**src/rtl/eth_pcs_rx_block_sync.sv**
```systemverilog
// ============================================================================
//  Module      : eth_pcs_rx_block_sync
//  Description : 64b/66b receive block lock FSM. It qualifies sync headers and
//                requests gearbox bit slips until lock is reached and held.
//                Optional macro PCS_BLOCK_SYNC_SLIP_HOLD_EN discards two headers
//                after every slip while the gearbox settles.
//  Revision    : 1.0  initial release
// ============================================================================
`default_nettype none

module eth_pcs_rx_block_sync #(
    parameter int SH_TH       = 64,
    parameter int SH_INVAL_TH = 16
) (
    input  logic       i_clk,
    input  logic       i_rst,
    input  logic       i_sh_valid,
    input  logic [1:0] i_sync,
    output logic       o_slip,
    output logic       o_block_lock
);

    localparam int W_SH_TH       = $clog2(SH_TH);
    localparam int W_SH_INVAL_TH = $clog2(SH_INVAL_TH);
    localparam int CW            = W_SH_TH + 1;
    localparam int IW            = W_SH_INVAL_TH + 1;

    localparam logic [CW-1:0] SH_TH_C       = CW'(SH_TH);
    localparam logic [IW-1:0] SH_INVAL_TH_C = IW'(SH_INVAL_TH);

    localparam logic [1:0] SYNC_DATA = 2'b10;
    localparam logic [1:0] SYNC_CTRL = 2'b01;

    localparam logic [1:0] LOCK_INIT = 2'd0;
    localparam logic [1:0] TEST      = 2'd1;
    localparam logic [1:0] SLIP      = 2'd2;

    logic [1:0]    state;
    logic [1:0]    state_next;
    logic [CW-1:0] sh_cnt;
    logic [CW-1:0] sh_cnt_next;
    logic [IW-1:0] sh_inval_cnt;
    logic [IW-1:0] sh_inval_cnt_next;
    logic          slip_next;
    logic          lock_next;
    logic          holding;

    logic          hdr_ok;
    logic          eval;
    logic [CW-1:0] sh_cnt_inc;
    logic [IW-1:0] sh_inval_inc;
    logic          win_end;
    logic          go_slip;

    assign hdr_ok       = (i_sync == SYNC_DATA) || (i_sync == SYNC_CTRL);
    assign eval         = (state == TEST) && i_sh_valid && !holding;
    assign sh_cnt_inc   = sh_cnt + 1'b1;
    assign sh_inval_inc = sh_inval_cnt + {{W_SH_INVAL_TH{1'b0}}, ~hdr_ok};
    assign win_end      = (sh_cnt_inc == SH_TH_C);
    // Lock loss outranks a window end landing on the same header.
    assign go_slip      = eval && (o_block_lock ? (sh_inval_inc == SH_INVAL_TH_C) : !hdr_ok);

`ifdef PCS_BLOCK_SYNC_SLIP_HOLD_EN
    logic [1:0] hold_cnt;

    always_ff @(posedge i_clk or posedge i_rst) begin
        if (i_rst) begin
            hold_cnt <= 2'd0;
        end else if (state == SLIP) begin
            hold_cnt <= 2'd2;
        end else if ((state == TEST) && i_sh_valid && (hold_cnt != 2'd0)) begin
            hold_cnt <= hold_cnt - 2'd1;
        end
    end

    assign holding = (hold_cnt != 2'd0);
`else
    assign holding = 1'b0;
`endif

    always_ff @(posedge i_clk or posedge i_rst) begin
        if (i_rst) begin
            state        <= LOCK_INIT;
            sh_cnt       <= '0;
            sh_inval_cnt <= '0;
            o_slip       <= 1'b0;
            o_block_lock <= 1'b0;
        end else begin
            state        <= state_next;
            sh_cnt       <= sh_cnt_next;
            sh_inval_cnt <= sh_inval_cnt_next;
            o_slip       <= slip_next;
            o_block_lock <= lock_next;
        end
    end

    always_comb begin
        state_next = state;
        case (state)
            LOCK_INIT: state_next = TEST;
            TEST:      state_next = go_slip ? SLIP : TEST;
            SLIP:      state_next = TEST;
            default:   state_next = LOCK_INIT;
        endcase
    end

    always_comb begin
        sh_cnt_next       = sh_cnt;
        sh_inval_cnt_next = sh_inval_cnt;
        slip_next         = 1'b0;
        lock_next         = o_block_lock;
        case (state)
            LOCK_INIT: begin
                sh_cnt_next       = '0;
                sh_inval_cnt_next = '0;
                lock_next         = 1'b0;
            end
            TEST: begin
                if (eval) begin
                    if (go_slip) begin
                        sh_cnt_next       = '0;
                        sh_inval_cnt_next = '0;
                        slip_next         = 1'b1;
                        lock_next         = 1'b0;
                    end else if (win_end) begin
                        sh_cnt_next       = '0;
                        sh_inval_cnt_next = '0;
                        lock_next         = 1'b1;
                    end else begin
                        sh_cnt_next       = sh_cnt_inc;
                        sh_inval_cnt_next = sh_inval_inc;
                    end
                end
            end
            SLIP: begin
                sh_cnt_next       = '0;
                sh_inval_cnt_next = '0;
            end
            default: begin
                sh_cnt_next       = '0;
                sh_inval_cnt_next = '0;
                lock_next         = 1'b0;
            end
        endcase
    end

endmodule

`default_nettype wire

```
**config.mk**
```make
export PLATFORM = sky130hd
export DESIGN_NAME = eth_pcs_rx_block_sync
export DESIGN_NICKNAME = d
export VERILOG_FILES = /design/src/rtl/eth_pcs_rx_block_sync.sv
export SDC_FILE = /design/constraint.sdc
export NUM_CORES = 1
export LEC_CHECK = 0
export ABC_AREA = 1
export BUFFER_PORTS_ARGS = -buffer_cell sky130_fd_sc_hd__clkbuf_2
export CAP_MARGIN = 30
export CORE_MARGIN = 2
export CORE_UTILIZATION = 56
export CTS_CLUSTER_DIAMETER = 80
export DETAILED_ROUTE_END_ITERATION = 6
export GPL_ROUTABILITY_DRIVEN = 0
export HOLD_SLACK_MARGIN = 0.02
export MAX_ROUTING_LAYER = met4
export PLACE_DENSITY = 0.81
export SYNTH_ARGS = -nofsm -noshare
export SYNTH_HDL_FRONTEND = slang
export SYNTH_SLANG_ARGS = --single-unit
```
**constraint.sdc**
```tcl
create_clock -name i_clk -period 2.5 [get_ports i_clk]
set_input_delay 0.25 -clock i_clk [delete_from_list [all_inputs] [get_ports i_clk]]
set_output_delay 0.25 -clock i_clk [all_outputs]
set_load 0.02 [all_outputs]
```
==> results.toml <==
[run_status]
outcome = "completed"

[cts]
clk_pin_slew_ns = 0.10
clock-sinks = 16
insertion_delay_ns = 0.28
cts_tree = "built"
ctsHoldBuffers = 1
cts_max_path_buffers = 2
cts_root_buf = "clkbuf_4"
post-cts-setup-buffer-count = 0
numCtsBuffers = 3
h-tree-depth = 1
post_cts_resized = 0

[worst_setup_path]
path_max_fanout = 10
worstSetupStartpointType = "flop"
cp.required_ns = 2.69
worst_ep_arrival_time_ns = 2.09
slowest_stage = "dfrtp_1"
critical_path.max_stage_delay_ns = 0.39
crit_family = "simple AND/OR/NAND/NOR gates"
crit_top_cell = "nand2_1"
reg2regPathDepth = 11
crit_chain = "ha_1 -> ha_1 -> or2_4 -> nor2_1 -> nand3_1 -> nand2_1 -> nand2_4 -> nand3_4 -> nand2_2 -> nand2_1 -> nand2_1"
timing_worst_setup_path_type = "reg2reg"
worstSetupEndpointType = "flop"
path_depth = 11
crit_buf_inv = 0

[die]
dieWidth_um = 45.32
die_y_um = 45.32
initial_core_util_pct = 61.32
dieArea_um2 = 2053
core_area_um2 = 1559
rows = 14
io_pins = 7

[route]
drc = 0
wl_met1_um = 858
dr.pass1.iters = 4
drt-initial-drc-count = 30
drt-wirelength-per-cell_um = 11.40
vias = 811
maxUsedRoutingLayer = "met4"
viasPerCell = 5.443
route.met3.wl_um = 56
drt_wl_total_mm = 1.699
wl_met2_um = 771
detail-route-antenna-nets = 0

[placement]
place_hpwl_mm = 1.218
port_buffers = 6
placedCellCount = 144
dp_slack_ns = 0.3285
place_area_um2 = 997.2

[sta]
worst_slack_ns = 0.5963
slew_headroom_pct = 59.14
drv_slew = 0
fin_tns_setup_ns = 0
fin_hold_ws_ns = 0.2753
tightest_slew_ns = 0.6122
rsz0062_at_grt = "false"
fin_crit_ns = 1.904
finalCritPeriodShare_pct = 76.15
finalHoldViolations = 0
fin_worst_skew_ns = 0.005270
fmax_mhz = 525.3
report.final.setup_viol = 0

[synthesis]
yosys_register_bits = 16
syn_area_um2 = 955.9
syn-num-nets = 132
synthFlopType = "dfrtp_1"
synth.avg_cell_area_um2 = 7.709
synth_edf_count = 0
async_reset_ff_share_pct = 100.0
synth_cells = 124
ys_warn_count = 0
ys_seq_area_share_pct = 41.88
yosysUniqueCellTypes = 23

[grt]
grt_pass1_wl_mm = 3.008
grt_start_max_net_pins = 21
grt_usage_pct = 20.94
grt_pass1_vias = 730
grt_antenna_before_repair = 0
grt_overflow = 0

[final_layout]
fin_cells = 149
diodes = 0
area_growth_pct = 9.162
fillers = 127
final_common_cell = "nand2_1"
nNetsFinal = 142
postLayoutCellArea_um2 = 1044
mostFrequentLayoutCells = "40 x nand2_1, 17 x inv_1, 16 x dfrtp_1"
drive_above_1_share_pct = 19.55

[power]
power_density_nw_per_um2 = 880.1
max-vdd-ir-drop_uv = 674.9
p_leak_nw = 0.5491

[run]
maxCapViolCount = 0

[worst_hold_path]
hold_path.class = "in2reg"
hold_path_depth = 4
-- final timing paths --
| path | startpoint | end | slack (ns) |
|---|---|---|---|
| max | sh_inval_cnt[0] | o_block_lock | 0.60 |
| min | i_sh_valid | sh_cnt[0] | 0.28 |
| max reg2reg | sh_inval_cnt[0] | o_block_lock | 0.60 |
| min reg2reg | state[0] | state[0] | 0.48 |
| max in group asynchronous | i_rst | sh_inval_cnt[0] | 1.55 |
| min in group asynchronous | i_rst | sh_cnt[6] | 0.56 |
-- power by group --
group	internal [mW]	switching (mW)
registers	0.315	0.0630
logic	0.138	0.231
clock network	0.0886	0.0828
-- metrics by stage --
stage	util, %	power, mW
5_1_grt	66.93	0.9961
2_1_floorplan	-	0.6776
4_1_cts	66.93	0.9272
3_3_place_gp	63.96	0.7394
3_5_place_dp	63.96	0.7531
6_report	66.93	0.9184
-- logic make-up after synthesis --
kind of cell	share of synthesized area [%]
flip-flops	41.88
AND/OR/NAND/NOR	34.69
AO/OA/AOI/OAI	11.12
adder cells (fa/ha/maj)	3.927
buffers and inverters	8.376
-- sequential cells by signal (all words and copies together), names as in the netlist --
name / count
state: 2
o_block_lock: 1
sh_inval_cnt: 5
o_slip: 1
sh_cnt: 7
-- routing by layer --
| metal | up-vias | track usage (%) |
|---|---|---|
| li1 | 423 | - |
| met5 | - | - |
| met3 | 2 | 3.600 |
| met4 | 0 | 11.18 |
| met1 | 365 | 26.58 |
| met2 | 21 | 31.71 |
-- synthesized netlist by cell type, types with 2 or more instances --
cell | count | area share [%]
nand2_1 | 40 | 16
nand2_2 | 2 | 1.3
inv_2 | 2 | 0.79
nand3_2 | 2 | 2.1
ha_1 | 3 | 3.9
dfrtp_1 | 16 | 42
a21oi_1 | 2 | 1.0
nand3_1 | 10 | 5.2
inv_1 | 17 | 6.7
o21ai_2 | 4 | 3.7
nand4_1 | 5 | 3.3
or2_2 | 2 | 1.3
o22ai_1 | 7 | 4.6
nor2_1 | 3 | 1.2
-- worst min-delay path, delay by kind of cell --
kind	cells	cell delay, ns
buffers and inverters	1	0.10
AND/OR/NAND/NOR	2	0.14
AO/OA/AOI/OAI	1	0.04
-- layout make-up --
| class | count | area (um^2) | share of cell area (%) |
|---|---|---|---|
| flip-flops and latches | 16 | 400.4 | 38.37 |
| well taps | 16 | 20.02 | 1.918 |
| inverters | 19 | 71.32 | 6.835 |
| repair buffers | 7 | 40.04 | 3.837 |
| clock buffers | 4 | 36.28 | 3.477 |
| multi-input cells | 87 | 475.5 | 45.56 |
Note: power is estimated with default switching activity, not from simulation.
